<file path="src/rtl/freq_div_ctrl_pkg.sv">
// Shared constants, state encoding and path-select helper for the clock-divider controller.
package freq_div_ctrl_pkg;

  localparam int DEF_SIZE = 8;

  typedef enum logic [2:0] {
    ST_IDLE   = 3'd0,
    ST_DRAIN  = 3'd1,
    ST_HOLD   = 3'd2,
    ST_SETTLE = 3'd3,
    ST_RUN    = 3'd4
  } state_e;

  typedef struct packed {
    logic even_en;
    logic odd_en;
    logic bypass;
  } path_t;

  function automatic path_t path_sel(input logic is_one, input logic is_odd);
    path_t p;
    p = '0;
    if (is_one)      p.bypass  = 1'b1;
    else if (is_odd) p.odd_en  = 1'b1;
    else             p.even_en = 1'b1;
    return p;
  endfunction

endpackage

</file>
<file path="src/rtl/freq_div_sync.sv">
// Two-flop synchronizer for the divided clock fed back from the dividers.
module freq_div_sync (
  input  logic clk,
  input  logic reset,
  input  logic d,
  output logic q
);

  logic meta_q, meta_d;
  logic sync_q, sync_d;

  always_comb begin
    meta_d = d;
    sync_d = meta_q;
  end

  // NOTE: sequential state uses non-blocking assignments so every flop samples pre-edge values.
  always_ff @(posedge clk) begin
    if (!reset) begin
      meta_q <= 1'b0;
      sync_q <= 1'b0;
    end else begin
      meta_q <= meta_d;
      sync_q <= sync_d;
    end
  end

  assign q = sync_q;

endmodule

</file>
<file path="src/rtl/freq_div_ctrl.sv">
// Division-factor controller: accepts a new factor, drains the running divider,
// resets it, selects the even/odd/bypass path and reports lock after settling.
module freq_div_ctrl
  import freq_div_ctrl_pkg::*;
#(
  parameter int SIZE       = DEF_SIZE,
  parameter int RST_CYCLES = 2
) (
  input  logic            clk,
  input  logic            reset,
  input  logic            req_valid,
  input  logic [SIZE-1:0] req_n,
  output logic            req_ready,
  input  logic            div_out,
  output logic [SIZE-1:0] div_n,
  output logic            div_reset,
  output logic            even_en,
  output logic            odd_en,
  output logic            bypass,
  output logic            locked,
  output logic            err
);

  state_e          state_q, state_d;
  logic [SIZE-1:0] div_n_q, div_n_d;
  logic [SIZE-1:0] pend_q, pend_d;
  logic [SIZE+1:0] tmo_q, tmo_d;
  logic [SIZE:0]   settle_q, settle_d;
  logic [3:0]      hold_q, hold_d;
  logic [1:0]      zero_q, zero_d;
  path_t           path_q, path_d;
  logic            div_reset_q, div_reset_d;
  logic            locked_q, locked_d;
  logic            req_ready_q, req_ready_d;
  logic            err_q, err_d;

  logic            div_sync;
  logic            accept;
  logic [SIZE+1:0] tmo_lim;
  logic [SIZE:0]   settle_lim;

  freq_div_sync u_sync (
    .clk   (clk),
    .reset (reset),
    .d     (div_out),
    .q     (div_sync)
  );

  // Limits are widened so 2*div_n+4 and 2*div_n never wrap at the largest factor.
  assign tmo_lim    = {1'b0, div_n_q, 1'b0} + (SIZE+2)'(4);
  assign settle_lim = {div_n_q, 1'b0};
  assign accept     = req_valid && req_ready_q;

  // NOTE: every always_comb output gets a default first so no latch is inferred.
  always_comb begin
    state_d  = state_q;
    div_n_d  = div_n_q;
    pend_d   = pend_q;
    tmo_d    = '0;
    settle_d = '0;
    hold_d   = '0;
    zero_d   = '0;
    err_d    = 1'b0;

    unique case (state_q)
      ST_IDLE, ST_RUN: begin
        if (accept) begin
          if (req_n == '0) begin
            err_d = 1'b1;
          end else if (!(state_q == ST_RUN && req_n == div_n_q)) begin
            pend_d  = req_n;
            state_d = (state_q == ST_IDLE) ? ST_HOLD : ST_DRAIN;
          end
        end
      end
      ST_DRAIN: begin
        tmo_d  = tmo_q + 1'b1;
        zero_d = div_sync ? 2'd0 : zero_q + 2'd1;
        if (zero_d == 2'd2 || tmo_d == tmo_lim) state_d = ST_HOLD;
      end
      ST_HOLD: begin
        hold_d = hold_q + 1'b1;
        if (hold_d == 4'(RST_CYCLES)) state_d = ST_SETTLE;
      end
      ST_SETTLE: begin
        settle_d = settle_q + 1'b1;
        if (settle_d == settle_lim) state_d = ST_RUN;
      end
      default: state_d = ST_IDLE;
    endcase

    if (state_d == ST_HOLD && state_q != ST_HOLD) div_n_d = pend_d;

    // Outputs are registered from the next state so they line up with state_q.
    req_ready_d = (state_d == ST_IDLE) || (state_d == ST_RUN);
    locked_d    = (state_d == ST_RUN);
    div_reset_d = (state_d == ST_IDLE) || (state_d == ST_HOLD);
    path_d      = ((state_d == ST_SETTLE) || (state_d == ST_RUN))
                  ? path_sel(div_n_d == SIZE'(1), div_n_d[0]) : '0;
  end

  always_ff @(posedge clk) begin
    if (!reset) begin
      state_q     <= ST_IDLE;
      div_n_q     <= SIZE'(1);
      pend_q      <= '0;
      tmo_q       <= '0;
      settle_q    <= '0;
      hold_q      <= '0;
      zero_q      <= '0;
      path_q      <= '0;
      div_reset_q <= 1'b1;
      locked_q    <= 1'b0;
      req_ready_q <= 1'b1;
      err_q       <= 1'b0;
    end else begin
      state_q     <= state_d;
      div_n_q     <= div_n_d;
      pend_q      <= pend_d;
      tmo_q       <= tmo_d;
      settle_q    <= settle_d;
      hold_q      <= hold_d;
      zero_q      <= zero_d;
      path_q      <= path_d;
      div_reset_q <= div_reset_d;
      locked_q    <= locked_d;
      req_ready_q <= req_ready_d;
      err_q       <= err_d;
    end
  end

  assign req_ready = req_ready_q;
  assign div_n     = div_n_q;
  assign div_reset = div_reset_q;
  assign even_en   = path_q.even_en;
  assign odd_en    = path_q.odd_en;
  assign bypass    = path_q.bypass;
  assign locked    = locked_q;
  assign err       = err_q;

endmodule

</file>
<file path="config.mk">
export PLATFORM = sky130hd
export DESIGN_NAME = freq_div_ctrl
export DESIGN_NICKNAME = d
export VERILOG_FILES = /design/src/rtl/freq_div_ctrl_pkg.sv /design/src/rtl/freq_div_sync.sv /design/src/rtl/freq_div_ctrl.sv
export SDC_FILE = /design/constraint.sdc
export NUM_CORES = 1
export LEC_CHECK = 0
export BUFFER_PORTS_ARGS = -buffer_cell sky130_fd_sc_hd__buf_2
export CORE_MARGIN = 4
export CORE_UTILIZATION = 35
export CTS_CLUSTER_DIAMETER = 30
export DETAILED_ROUTE_END_ITERATION = 6
export GPL_ROUTABILITY_DRIVEN = 0
export PLACE_DENSITY = 0.6
export SLEW_MARGIN = 20
export SYNTH_ARGS = -nofsm -noshare
export SYNTH_HDL_FRONTEND = slang
export SYNTH_SLANG_ARGS = --single-unit
</file>
<file path="constraint.sdc">
create_clock -name clk -period 3.5 [get_ports clk]
set_input_delay 0.35 -clock clk [delete_from_list [all_inputs] [get_ports clk]]
set_output_delay 0.35 -clock clk [all_outputs]
set_load 0.03 [all_outputs]
</file>
# Yosys cells after proc, flatten, opt, wreduce, memory -nomap -nowiden
# Index checks and enable logic that the tools add are counted.
word_totals:
  output_inout_bits: 15
  ff_bits: 53
  input_bits: 12
op_classes:
  n_eq_ne: 14
  add_sub_neg: 5
  muxes: 18
  n_reduce_logical: 17
  bitwise_logic: 2
ops:
  columns: ["op", "n"]
  rows:
  - ["8-bit two-way mux", 5]
  - ["3-bit two-way mux", 6]
  - ["3-bit by 2-bit equality test with 1-bit output, second input constant", 4]
  - ["3-bit case mux with 4 select lines", 1]
  - ["10-bit by 1-bit adder with 10-bit output, second input constant", 1]
  - ["9-bit by 3-bit adder with 10-bit output, second input constant", 1]
  - ["10-bit equality test", 1]
  - ["9-bit by 1-bit adder with 9-bit output, second input constant", 1]
  - ["9-bit equality test", 1]
  - ["8-bit by 1-bit equality test with 1-bit output, second input constant", 1]
  - ["8-bit equality test", 1]
  - ["8-bit logical NOT", 1]
  - ["2-bit AND reduction", 4]
  - ["3-bit equality test, second input constant", 2]
  - ["3-bit logical NOT", 2]
  - ["4-bit by 1-bit adder with 4-bit output, second input constant", 1]
  - ["4-bit by 2-bit equality test with 1-bit output, second input constant", 1]
  - ["1-bit logical OR", 4]
  - ["1-bit two-way mux", 4]
  - ["2-bit two-way mux", 2]
  - ["3-bit by 1-bit equality test with 1-bit output, second input constant", 1]
  - ["1-bit logical AND", 3]
  - ["3-bit by 2-bit != test with 1-bit output, second input constant", 1]
  - ["3-bit AND reduction", 1]
  - ["other kinds (5)", 6]

# Logic depth before layout (Yosys ltp)
logic_depth:
  word_depth: 11
  mapped_depth: 10

# Modules after synthesis
# A second synthesis with hierarchy kept.
hier_totals:
  cells_unflattened: 306
  hier_area_um2: 2866.5
by_module_without_submodules:
  columns: ["module", "cells_per_inst", "seq_area_each_um2", "area_per_inst_um2", "instances"]
  rows:
  - ["freq_div_ctrl", 302, 1021.0, 2813.9, 1]
  - ["freq_div_sync", 4, 40.0, 52.6, 1]

# Least setup slack after synthesis
# OpenSTA, ideal clock, no wires.
synth_path:
  path_type: "register to register"
  start: "register div_n_q[1] (netlist: div_n[1])"
  end: "register div_n_q[2] (netlist: div_n[2])"
  t_arrival_ps: 2921
  path_slack_ps: 458
  setup_time_ps: 121
  required_time_ps: 3379
  path_stages_with_launch: 10
  synth_period_minus_slack_ps: 3042
  path_cell_list: "dfxtp_1 -> buf_6 -> inv_4 -> maj3_2 -> a211o_1 -> or4_4 -> or2_0 -> a221o_2 -> nand3_2 -> mux2_2"
synth_via:
  elab_chain_cells: 9
  word_cells_on_any_way: 19
synth_lines:
  columns: ["item", "line_no", "text"]
  rows:
  - ["start: declaration", "freq_div_ctrl.sv:25", "logic [SIZE-1:0] div_n_q, div_n_d;"]
  - ["start signal: assignment", "freq_div_ctrl.sv:118", "div_n_q <= div_n_d;"]
  - ["parallel branches: the longest is 8 deep, another holds 9-bit by 3-bit adder with 10-bit output", null, null]
  - ["8-bit two-way mux *", "freq_div_ctrl.sv:92", "if (state_d == ST_HOLD && state_q != ST_HOLD) div_n_d = pend_d;"]
# Every way passes the cells marked *.
# A chain may end at the register's enable or synchronous reset.

# Worst setup path in the final report
layout_path:
  start: "register div_n_q[3] (netlist: div_n[3])"
  end: "register div_n_q[1] (netlist: div_n[1])"
# The elaborated chain is that of the path after synthesis.

==> flow_summary_export.csv <==
group,metric,value,unit
global_routing,grt_remaining_overflow,0,
cts,cts.sinks,53,
pwr,p_leak,1.26,nW
setup_path,regToRegSetupSlack,0.32,ns
cts,cts_setup_buffers,0,
detailed_routing,drt-initial-drc-count,118,
cts,clkTransAtPathRegs,0.10,ns
global_routing,antenna_found_initial,0,
finish,final_cell_mix,"dfxtp_1, nor2_1, buf_2",
setup_path,crit_path_end_kind,"flip-flop",
pwr,pwr-share-comb,18.0,%
setup_path,r2r.worst_path.cells,8,
pwr,pwr-share-seq,47.4,%
finish,n_antenna_cell,0,
cts,htree_num_levels,2,
synth,synthCells,334,
pwr,pwr-share-clk,34.5,%
synth,ys_async_sr_fraction,0,%
setup_path,regToRegStartpoint,"div_n[3]",
cts,cts_buffer_depth,2,
detailed_routing,drc,0,
synth,ys_types,62,
synth,synth-seq-cells,53,
sta,tightest_slew,0.651,ns
placed_design,dpl.hpwl,5220,µm
sta,fin_setup_tns,0,ns
synth,syn_nets,351,
placed_design,dp.cells,454,
setup_path,worstPathArrival,3.38,ns
pwr,switching_share,27.5,%
setup_path,path_max_fanout,12,
status,status,"finished, final reports clean",
cts,clk_latency,0.30,ns
synth,yosysWarnings,0,
sta,maxSlewHeadroom,56.2,%
synth,synth_edf_count,0,
sta,fin_skew,0.00538,ns
synth,synth_flop_cell,"dfxtp_1",
detailed_routing,route.vias.total,2523,
hold_path,hp-class,"primary input to flip-flop",
finish,final_common_cell,"dfxtp_1",
detailed_routing,ant_nets,0,
global_routing,first_global_vias,2449,
die,core,8180,µm²
setup_path,required,3.70,ns
cts,ctsHoldBuffers,0,
sta,period_needed,3.18,ns
sta,fmax,0.314,GHz
cts,cts_root_buffer,"clkbuf_8",
hold_path,hp-start,"div_out",
pwr,ir_drop,0.183,mV
sta,slew_violations,0,
pwr,intPower,0.00102,W
detailed_routing,drt-total-wl,6940,µm
sta,finalHoldViolCount,0,
synth,ys_seq_area_share,36.1,%
hold_path,hold_depth,2,
die,ios,27,
flow_run,drv_cap,0,
die,die_w,99.6,µm
detailed_routing,drt-pass1-iter-count,4,
placed_design,port_buffers,26,
finish,syn2layout_area_growth,11.5,%
synth,syn_area,2940,µm²
global_routing,grt_max_degree,17,
setup_path,r2r-end,"div_n[1]",
die,die-area,9930,µm²
finish,layout-drive-gt1-share,16.0,%
cts,cts_buffers,5,
cts,ctsResizeCount,0,
synth,avgSynthCellArea,8.80,µm²
finish,nets,373,
sta,setup_viol,0,
sta,finalCritPeriodShare,91.0,%
sta,rsz0062_at_grt,"false",
detailed_routing,wl_per_cell,15.0,µm
detailed_routing,vias_per_cell,5.46,
finish,fin_cells,462,
die,die_y,99.6,µm
setup_path,crit_type,"flip-flop to flip-flop",
die,placementRows,33,
setup_path,cp-start-kind,"flip-flop",
pwr,p_switching,0.000386,W
die,start_util,36.0,%
global_routing,grt_pass1_wl,11700,µm
pwr,power.density,428,nW/µm²
hold_path,min_to,"u_sync.meta_q",
cts,cts_tree,"yes",
global_routing,grt.total_usage,14.5,%
-- worst max-delay path by stage --
stage	start	to	slack, ns	cells after the start
after detailed placement	div_n[3]	div_n[1]	0.34	8
final	div_n[3]	div_n[1]	0.32	8
after global placement	div_n[3]	div_n[1]	0.41	8
after floorplan	div_n[1]	div_n[2]	0.46	9
after global routing	tmo_q[0]	even_en	0.09	10
after CTS	div_n[3]	div_n[1]	0.33	8
-- logic make-up (layout without fill, tap and decap cells) --
group                      count (synthesis)  count (layout)  share of synthesized area, %
xor gates and xnor gates                  33              33                          11.2
buffers and inverters                     24              47                          4.13
muxes                                     17              17                          6.13
adders and majority gates                  6               6                          2.51
DFF                                       53              53                          36.1
AOI/OAI and AO/OA                         60              60                          14.1
and+or+nand+nor                          141             141                          25.8
-- layout make-up --
type | instances | area (µm²)
well taps | 105 | 131
clock buffers | 5 | 68.8
repair buffers | 29 | 153
flip-flops and latches | 53 | 1060
multi-input cells | 257 | 1760
inverters | 10 | 40.0
fillers | 841 | 4900
clock inverters | 3 | 65.1
-- power by group through the flow --
stage	logic, W	registers [W]	clock network, W
CTS	0.000252	0.000665	0.000496
detailed placement	0.000249	0.000679	0
global route	0.000278	0.000671	0.000521
finish	0.000253	0.000666	0.000485
global placement	0.000249	0.000679	0
floorplan	0.000168	0.000687	0
-- stage by stage --
step	utilization (%)	hold WS (ns)	total power (W)	setup slack [ns]	area [µm²]
detailed placement	38.4	0.440	0.000929	0.340	3140
global route	40.1	0.251	0.00147	0.0942	3280
global placement	38.4	0.436	0.000928	0.412	3140
CTS	40.1	0.241	0.00141	0.325	3280
floorplan	-	0.412	0.000856	0.458	2940
finish	40.1	0.248	0.00140	0.315	3280
-- sequential cells by signal, summed over array words and instances (netlist names) --
name and flops:
state_q 3, locked 1, zero_q 2, settle_q 9
u_sync.meta_q 1, odd_en 1, pend_q 8, bypass 1
tmo_q 10, req_ready 1, hold_q 4, err 1
div_n 8, u_sync.q 1, div_reset 1, even_en 1
-- synthesized netlist by cell type, types with 2 or more instances --
master / number / area, µm²
xnor3_1: 3 / 67.6
nand3b_1: 2 / 15.0
dfxtp_1: 53 / 1060
a21oi_1: 15 / 75.1
nor2_1: 39 / 146
xor2_1: 15 / 131
inv_1: 9 / 33.8
a211oi_1: 2 / 15.0
nand4_1: 11 / 68.8
and4_1: 4 / 35.0
o22ai_1: 2 / 12.5
and3_2: 2 / 15.0
mux2_2: 7 / 78.8
and3_1: 4 / 25.0
nor4_1: 9 / 56.3
ha_1: 5 / 62.6
buf_6: 2 / 22.5
nor3b_1: 2 / 15.0
or4_1: 3 / 22.5
o21a_1: 5 / 37.5
and2_1: 8 / 50.1
clkbuf_1: 7 / 26.3
xnor2_1: 15 / 131
buf_2: 3 / 15.0
mux2i_1: 9 / 90.1
o211ai_1: 2 / 15.0
o211a_1: 3 / 30.0
nand3_1: 14 / 70.1
nand3_2: 2 / 20.0
a31oi_1: 2 / 12.5
o21ai_0: 9 / 45.0
nand2_1: 19 / 71.3
or3_1: 4 / 25.0
nor3_1: 10 / 50.1
o31ai_1: 6 / 45.0
-- critical path: stages (launching register included) --
cell and delay, ns:
dfxtp_1 0.61, xnor3_1 0.50, xnor2_1 0.14, nand4_1 0.09
or4_1 0.57, nor4_1 0.37, o31a_2 0.27, nand3_2 0.18
mux2_1 0.34
-- metal layers --
layer | vias to the layer above | share of wire (%) | track usage (%)
li1 | 1254 | - | -
met1 | 1193 | 48 | 19.1
met2 | 64 | 47 | 23.4
met3 | 12 | 4.2 | 2.52
met4 | 0 | 1.6 | 5.99
met5 | - | 0 | 0
Note: power is estimated with default switching activity, not from simulation.
